**src/rtl/uart_prom_dump.sv**
```systemverilog
// uart_prom_dump: reads ROM_WORDS 16-bit PROM words and sends them out as
// 8N1 UART frames, low byte first, LSB first. Each word is captured whole
// when its low byte starts, so PROM writes during transmission cannot tear it.
module uart_prom_dump #(
  parameter int CLOCK_HZ  = 625,
  parameter int BAUD      = 78,
  parameter int ROM_WORDS = 8
) (
  input  logic                         clk,
  input  logic                         reset_n,
  input  logic                         start_i,
  output logic [$clog2(ROM_WORDS)-1:0] rd_addr_o,
  input  logic [15:0]                  rd_data_i,
  output logic                         tx_o,
  output logic                         busy_o,
  output logic                         done_o
);

  localparam int BIT_CYCLES = CLOCK_HZ / BAUD;
  localparam int CNT_W      = (BIT_CYCLES > 1) ? $clog2(BIT_CYCLES) : 1;
  localparam int ADDR_W     = $clog2(ROM_WORDS);

  localparam logic [CNT_W-1:0]  BAUD_LAST = CNT_W'(BIT_CYCLES - 1);
  localparam logic [CNT_W-1:0]  BAUD_ONE  = CNT_W'(1);
  localparam logic [ADDR_W-1:0] ADDR_LAST = ADDR_W'(ROM_WORDS - 1);
  localparam logic [ADDR_W-1:0] ADDR_ONE  = ADDR_W'(1);

  typedef enum logic [1:0] {
    S_IDLE  = 2'd0,
    S_START = 2'd1,
    S_DATA  = 2'd2,
    S_STOP  = 2'd3
  } state_t;

  state_t            state_q, state_d;
  logic              tx_q, tx_d;
  logic              busy_q, busy_d;
  logic              done_q, done_d;
  logic [ADDR_W-1:0] addr_q, addr_d;
  logic [CNT_W-1:0]  baud_q, baud_d;
  logic [2:0]        bit_q, bit_d;
  logic [7:0]        shift_q, shift_d;
  logic [7:0]        hi_q, hi_d;
  logic              sel_hi_q, sel_hi_d;   // 0: low byte on the wire, 1: high byte
  logic              last_q, last_d;       // high byte of the final word is on the wire
  logic [2:0]        next_bit_s;
  logic              bit_end_s;

  assign next_bit_s = bit_q + 3'd1;
  assign bit_end_s  = (baud_q == BAUD_LAST);

  assign rd_addr_o = addr_q;
  assign tx_o      = tx_q;
  assign busy_o    = busy_q;
  assign done_o    = done_q;

  // Next-state and next-output computation for the frame sequencer.
  always_comb begin
    state_d  = state_q;
    tx_d     = tx_q;
    busy_d   = busy_q;
    done_d   = 1'b0;
    addr_d   = addr_q;
    baud_d   = baud_q;
    bit_d    = bit_q;
    shift_d  = shift_q;
    hi_d     = hi_q;
    sel_hi_d = sel_hi_q;
    last_d   = last_q;
    case (state_q)
      S_IDLE: begin
        tx_d   = 1'b1;
        busy_d = 1'b0;
        if (start_i) begin
          shift_d  = rd_data_i[7:0];
          hi_d     = rd_data_i[15:8];
          sel_hi_d = 1'b0;
          last_d   = 1'b0;
          tx_d     = 1'b0;
          busy_d   = 1'b1;
          baud_d   = '0;
          state_d  = S_START;
        end else begin
          baud_d = '0;
        end
      end
      S_START: begin
        if (bit_end_s) begin
          baud_d  = '0;
          bit_d   = 3'd0;
          tx_d    = shift_q[0];
          state_d = S_DATA;
        end else begin
          baud_d = baud_q + BAUD_ONE;
        end
      end
      S_DATA: begin
        if (bit_end_s) begin
          baud_d = '0;
          if (bit_q == 3'd7) begin
            tx_d    = 1'b1;
            state_d = S_STOP;
            // Registered address: step it now so the next word is valid at the end of STOP.
            if (sel_hi_q) begin
              if (addr_q == ADDR_LAST) begin
                last_d = 1'b1;
              end else begin
                addr_d = addr_q + ADDR_ONE;
              end
            end else begin
              last_d = 1'b0;
            end
          end else begin
            bit_d = next_bit_s;
            tx_d  = shift_q[next_bit_s];
          end
        end else begin
          baud_d = baud_q + BAUD_ONE;
        end
      end
      S_STOP: begin
        if (bit_end_s) begin
          baud_d = '0;
          if (!sel_hi_q) begin
            shift_d  = hi_q;
            sel_hi_d = 1'b1;
            tx_d     = 1'b0;
            state_d  = S_START;
          end else if (!last_q) begin
            shift_d  = rd_data_i[7:0];
            hi_d     = rd_data_i[15:8];
            sel_hi_d = 1'b0;
            tx_d     = 1'b0;
            state_d  = S_START;
          end else begin
            addr_d   = '0;
            busy_d   = 1'b0;
            done_d   = 1'b1;
            tx_d     = 1'b1;
            sel_hi_d = 1'b0;
            last_d   = 1'b0;
            state_d  = S_IDLE;
          end
        end else begin
          baud_d = baud_q + BAUD_ONE;
        end
      end
      default: begin
        state_d  = S_IDLE;
        tx_d     = 1'b1;
        busy_d   = 1'b0;
        addr_d   = '0;
        baud_d   = '0;
        bit_d    = 3'd0;
        sel_hi_d = 1'b0;
        last_d   = 1'b0;
      end
    endcase
  end

  // State and output registers; reset aborts any frame and parks the line high.
  always_ff @(posedge clk or negedge reset_n) begin
    if (!reset_n) begin
      state_q  <= S_IDLE;
      tx_q     <= 1'b1;
      busy_q   <= 1'b0;
      done_q   <= 1'b0;
      addr_q   <= '0;
      baud_q   <= '0;
      bit_q    <= 3'd0;
      shift_q  <= 8'h00;
      hi_q     <= 8'h00;
      sel_hi_q <= 1'b0;
      last_q   <= 1'b0;
    end else begin
      state_q  <= state_d;
      tx_q     <= tx_d;
      busy_q   <= busy_d;
      done_q   <= done_d;
      addr_q   <= addr_d;
      baud_q   <= baud_d;
      bit_q    <= bit_d;
      shift_q  <= shift_d;
      hi_q     <= hi_d;
      sel_hi_q <= sel_hi_d;
      last_q   <= last_d;
    end
  end

endmodule
```
**config.mk**
```make
export PLATFORM = sky130hd
export DESIGN_NAME = uart_prom_dump
export DESIGN_NICKNAME = d
export VERILOG_FILES = /design/src/rtl/uart_prom_dump.sv
export SDC_FILE = /design/constraint.sdc
export NUM_CORES = 1
export LEC_CHECK = 0
export CAP_MARGIN = 5
export CORE_MARGIN = 4
export CORE_UTILIZATION = 54
export DETAILED_ROUTE_END_ITERATION = 10
export HOLD_SLACK_MARGIN = 0.1
export PLACE_DENSITY = 0.81
export SYNTH_ARGS = -nofsm -noshare
export SYNTH_HDL_FRONTEND = slang
export SYNTH_SLANG_ARGS = --single-unit
```
**constraint.sdc**
```tcl
create_clock -name clk -period 2.15 [get_ports clk]
set_input_delay 0.43 -clock clk [delete_from_list [all_inputs] [get_ports clk]]
set_output_delay 0.43 -clock clk [all_outputs]
set_load 0.02 [all_outputs]
```
==> results.cfg, run 1 <==
[status]
status = finished, final reports clean

[final_layout]
syn2layout_area_growth_pct = 19.0
drive_gt1_frac = 0.173
design_area_um2 = 2090
nets = 208
final_core_util = 0.679
n_antenna_cell = 0
fillCellCount = 243
seq_area_um2 = 802
multi_input_area_um2 = 882

[critical_path]
critical_path.top_delay_family = buffers and inverters
cp.arrival_ns = 1.47
path_cells = clkdlybuf4s50_1
criticalPathCategory = reg2out
cp_slowest_cell = clkdlybuf4s50_1
critPathCaptureType = output port
cp_max_fo = 2
regToRegSetupSlack_ns = 0.32
path_buf_inv = 1
worst-r2r-cell-count = 7
r2r-start = baud_q[0]$_DFF_PN0_
cpPeakStageDelay_ns = 0.60
worstReg2RegEnd = state_q[0]$_DFFE_PN0P_
critPathRequiredTime_ns = 1.72
worstSetupStartpointType = flop

[sta]
fin_worst_skew_ns = 0.00528
relSlewSlack = 0.625
finalMaxSlewViolations = 0
post-route-min-period_ns = 1.90
timing.hold.ws_ns = 0.445
tns_ns = 0
fmax_ghz = 0.525
post-route-period-util = 0.886
setup_violations = 0
worst_pin_slew_ns = 0.563
hold_viol_final = 0
rsz0062_at_grt = no

[synthesis]
synth_top_area_share = 0.442
synth_largest_area_cell = dfrtp_1
ys.flop_type = dfrtp_1
syn_avg_cell_area_um2 = 11.7
seq_area_frac_synth = 0.457
mappedNetlistNets = 180
synth_seq_cells = 32
yosysUniqueCellTypes = 38
ys_warn_count = 0
syn_inst = 150
synth.area.top_cells = dfrtp_1 (44%), ha_1 (7.8%), mux2_2 (6.4%), mux2i_1 (6.3%), a22o_1 (4.0%)
postSynth.asyncResetShare = 1.00
syn-cell-area_um2 = 1760
synth_edf_count = 0

[floorplanning]
rows = 20
die_x_um = 65.0
die_area_um2 = 4230
die_h_um = 65.0
ios = 25
initial_core_util = 0.570
fp.coreArea_um2 = 3080

[global_route]
grt-ovfl-total = 0
grt_pass1_wl_um = 5440
grt_max_degree = 33
antenna_found_initial = 0
grt_usage = 0.163
grt_pass1_vias = 1237

[min_path]
whs_path_depth = 1
hp-class = reg2reg
holdPathEnd = baud_q[0]$_DFF_PN0_
hp-start = baud_q[0]$_DFF_PN0_

[placement]
dp_hpwl_um = 2410
placed_cell_area_um2 = 2030
routabilityCongestion = 0.791
port_buffers = 24

[power_and_ir_drop]
ir_worst_vdd_uv = 441
p_leak_nw = 1.03
power_density_nw_per_um2 = 485
total_power_mw = 1.01

[route]
viasPerCell = 5.57
detail_route.first_pass.iterations = 4
drt_iter0_drc = 85
avgRoutedWirePerCell_um = 14.3
detail-route-antenna-nets = 0
vias = 1241
wl_um = 3190
drc = 0

[clock_network]
clk_pin_slew_ns = 0.10
cts_buffer_depth = 2
cts_buffers = 5
clk_latency_ns = 0.33
cts_sinks = 32
cts-resized-gates = 0
clockRootBuffer = clkbuf_4
tritoncts = yes
cts_setup_buffers = 0
cts_hold_buf = 0
htree_levels = 2

[flow_run]
cap_violations = 0
## stage by stage
stage | worst slack (ns) | cells
CTS | 0.238 | 223
global placement | 0.279 | 215
global route | 0.110 | 223
finish | 0.246 | 223
detailed placement | 0.220 | 215
floorplan | 0.442 | 150
## Yosys cell counts (3+ instances only)
cell and count:
a21oi_1 8, a22o_1 8, buf_2 3, buf_4 3, dfrtp_1 31, ha_1 11, inv_1 3, mux2_2 10
mux2i_1 11, nand2_1 7, nand2b_1 3, nor2_1 11, nor2b_1 5, o21ai_1 3
## power by group
group / switching, mW / total, mW / internal (mW)
logic: 0.0195 / 0.0518 / 0.0323
registers: 0 / 0.601 / 0.601
clock network: 0.205 / 0.361 / 0.155
## cell families (layout without fill, tap and decap cells)
group | after synthesis | after routing | share of synthesized area
buffers and inverters | 11 | 40 | 0.0406
and+or+nand+nor | 38 | 38 | 0.117
adders and majority gates | 11 | 11 | 0.0784
AOI/OAI and AO/OA | 35 | 35 | 0.155
muxes | 23 | 23 | 0.153
DFF | 32 | 32 | 0.457
## routing by layer
metal / global-route usage / share of wire / vias to the layer above
met5: 0 / 0 / -
met4: 0.0544 / 0.013 / 0
met3: 0.0381 / 0.044 / 4
met2: 0.276 / 0.48 / 25
met1: 0.206 / 0.46 / 609
li1: - / - / 603
## flip-flops by register name (all words and copies together), names as in the netlist
name       flops
rd_addr_o      3
done_o         1
baud_q         3
tx_o           1
state_q        2
busy_o         1
last_q         1
hi_q           8
shift_q        8
sel_hi_q       1
bit_q          3
## cell usage in the layout, fill, tap and decap left out, drive strengths merged
| cell type | n |
|---|---|
| a32oi | 1 |
| ha | 11 |
| buf | 5 |
| a221o | 1 |
| nor4 | 1 |
| o2bb2ai | 1 |
| mux2i | 12 |
| clkinv | 2 |
| nand3 | 1 |
| nand2 | 7 |
| nor3 | 2 |
| clkbuf | 6 |
| nand3b | 2 |
| and3 | 1 |
| nor2 | 11 |
| a21oi | 10 |
| o2111ai | 1 |
| dfrtp | 31 |
| and3b | 2 |
| o211ai | 2 |
| a211oi | 1 |
| a21o | 1 |
| mux4 | 1 |
| nand2b | 3 |
| clkdlybuf4s50 | 24 |
| nor3b | 2 |
| and2 | 1 |
| o22ai | 2 |
| o21ai | 5 |
| o21ba | 1 |
| nor2b | 5 |
| mux2 | 10 |
| a21bo | 1 |
| inv | 3 |
| dfstp | 1 |
| a22o | 8 |
## area by class of cell
cell class                      count  area share
Timing Repair Buffer               29       0.133
Clock buffer                        6      0.0246
Clock inverter                      2     0.00479
Sequential cell                    32       0.384
Inverter                            3     0.00539
Multi-Input combinational cell    107       0.422
Tap cell                           44      0.0263
## how the worst max path moves through the flow
stage,startpoint,to,slack [ns],cells after the start
3_5_place_dp,start_i,hi_q[1]$_DFFE_PN0P_,0.22,4
3_3_place_gp,start_i,hi_q[4]$_DFFE_PN0P_,0.28,4
4_1_cts,tx_o$_DFFE_PN1P_,tx_o,0.24,1
5_1_grt,bit_q[0]$_DFFE_PN0P_,rd_addr_o[0]$_DFFE_PN0P_,0.11,5
6_report,tx_o$_DFFE_PN1P_,tx_o,0.25,1
2_1_floorplan,state_q[0]$_DFFE_PN0P_,hi_q[0]$_DFFE_PN0P_,0.44,6
No activity file was read; power rests on OpenSTA's default activity.
==> run 2, diff against run 1 <==
--- a/config.mk
+++ b/config.mk
@@ -9,7 +9,7 @@
 export CORE_MARGIN = 4
 export CORE_UTILIZATION = 54
 export DETAILED_ROUTE_END_ITERATION = 10
-export HOLD_SLACK_MARGIN = 0.1
+export HOLD_SLACK_MARGIN = 0.03
 export PLACE_DENSITY = 0.81
 export SYNTH_ARGS = -nofsm -noshare
 export SYNTH_HDL_FRONTEND = slang
==> results of run 2 <==
No change in the layout: final DEF, timing and power equal those of run 1.
==> run 3, diff against run 2 <==
--- a/config.mk
+++ b/config.mk
@@ -7,10 +7,10 @@
 export LEC_CHECK = 0
 export CAP_MARGIN = 5
 export CORE_MARGIN = 4
-export CORE_UTILIZATION = 54
+export CORE_UTILIZATION = 35
 export DETAILED_ROUTE_END_ITERATION = 10
 export HOLD_SLACK_MARGIN = 0.03
-export PLACE_DENSITY = 0.81
+export PLACE_DENSITY = 0.57
 export SYNTH_ARGS = -nofsm -noshare
 export SYNTH_HDL_FRONTEND = slang
 export SYNTH_SLANG_ARGS = --single-unit
==> run 3 against run 2 <==
Compared with the run above: maximum frequency down 0.87%; routed wire length up 4.9%; highest routed layer unchanged; cell area up 2.8%; largest cell class unchanged; clock skew down 0.0035 ns; clock power up 19%.
==> results.cfg, run 3 (synthesis gave the netlist of run 1 again) <==
[placement]
dp_hpwl_um = 2560
routabilityCongestion = 0.746
port_buffers = 24

[clock_network]
cts_buffer_depth = 2
cts-resized-gates = 0
cts_setup_buffers = 0
cts_hold_buf = 0
clockRootBuffer = clkbuf_8
cts_buffers = 5
tritoncts = yes
clk_latency_ns = 0.28
cts_sinks = 32
htree_levels = 2
clk_pin_slew_ns = 0.06

[critical_path]
criticalPathCategory = reg2reg
r2r-start = state_q[0]$_DFFE_PN0P_
critPathCaptureType = flop
cp_slowest_cell = ha_1
critical_path.top_delay_family = multiplexers
worstSetupStartpoint = state_q[0]$_DFFE_PN0P_
cp_max_fo = 10
cp.arrival_ns = 2.09
critPathRequiredTime_ns = 2.32
cpPeakStageDelay_ns = 0.46
path_cells = inv_1, ha_1, mux2i_4, a21oi_4, mux2_2
worstSetupStartpointType = flop
path_buf_inv = 1

[route]
avgRoutedWirePerCell_um = 13.7
vias = 1218
detail-route-antenna-nets = 0
detail_route.first_pass.iterations = 4
wl_um = 3350
drt_iter0_drc = 46
drc = 0
viasPerCell = 4.97

[flow_run]
cap_violations = 0

[floorplanning]
die_h_um = 78.8
rows = 25
initial_core_util = 0.367
die_x_um = 78.8
fp.coreArea_um2 = 4790
ios = 25
die_area_um2 = 6210

[final_layout]
layout_common_cells = dfrtp_1 (31), clkdlybuf4s50_1 (24), nor2_1 (11), mux2i_1 (11), ha_1 (11)
top_regs = hi_q: 8 flops, shift_q: 8 flops
final_common_cell = dfrtp_1
drive_gt1_frac = 0.163
syn2layout_area_growth_pct = 22.3
n_antenna_cell = 0
final_core_util = 0.449
nets = 208

[power_and_ir_drop]
total_power_mw = 1.09
power_density_nw_per_um2 = 505
p_leak_nw = 1.04
ir_worst_vdd_uv = 332

[sta]
worst_pin_slew_ns = 0.573
setup_violations = 0
rsz0062_at_grt = no
hold_viol_final = 0
post-route-min-period_ns = 1.92
fmax_ghz = 0.521
fin_worst_skew_ns = 0.00180
post-route-period-util = 0.893
relSlewSlack = 0.617
tns_ns = 0
finalMaxSlewViolations = 0
timing.hold.ws_ns = 0.427

[status]
status = finished, final reports clean

[global_route]
grt_pass1_wl_um = 5750
antenna_found_initial = 0
grt_max_degree = 23
grt_usage = 0.118
grt-ovfl-total = 0
grt_pass1_vias = 1270

[min_path]
hp-start = baud_q[0]$_DFF_PN0_
hp-class = reg2reg
run 3: cell count changes in the layout (fill, tap and decap cells not counted), sizes merged:
cell / delta
clkinv: -1
run 3: worst register-to-register path, delay by kind of cell, from the launching register on:
family,cells,cell delay (ns)
compound gates,1,0.28
fa+ha+maj,1,0.46
buf+inv,1,0.13
flops,1,0.41
mux,2,0.53
run 3: worst paths after layout:
| check | cells after the start | to | slack, ns |
|---|---|---|---|
| max in group asynchronous | 2 | baud_q[2]$_DFF_PN0_ | 1.12 |
| worst min register to register | 1 | baud_q[0]$_DFF_PN0_ | 0.43 |
| worst max register to register | 5 | hi_q[3]$_DFFE_PN0P_ | 0.23 |
| worst max-delay path | 5 | hi_q[3]$_DFFE_PN0P_ | 0.23 |
| min in group asynchronous | 1 | state_q[0]$_DFFE_PN0P_ | 0.52 |
| worst min-delay path | 1 | baud_q[0]$_DFF_PN0_ | 0.43 |
run 3: layout make-up:
type,count,area (um^2)
multi-input combinational,107,882
clock buffer,6,72.6
clock inverter,1,5.00
tap,67,83.8
fill,466,2640
inverter,3,11.3
timing repair buffer,29,290
sequential,32,802
run 3: routing by layer:
metal	wire length [um]	track usage	share of wire	vias to the layer above
li1	-	-	-	597
met1	1540	0.146	0.46	587
met2	1600	0.189	0.48	25
met3	138	0.0351	0.041	9
met4	63	0.0550	0.019	0
met5	0	0	0	-
run 3: through the flow:
step	worst slack, ns	instances	instance area, um^2
3_3_place_gp	0.259	238	2070
5_1_grt	0.0828	245	2150
6_report	0.229	245	2150
3_5_place_dp	0.213	238	2070
2_1_floorplan	0.442	150	1760
4_1_cts	0.217	245	2150
run 3: where the power goes:
group | total [mW] | switching [mW] | internal [mW]
Combinational | 0.0550 | 0.0202 | 0.0348
Clock | 0.428 | 0.208 | 0.220
Sequential | 0.602 | 0 | 0.602
Total | 1.09 | 0.229 | 0.857
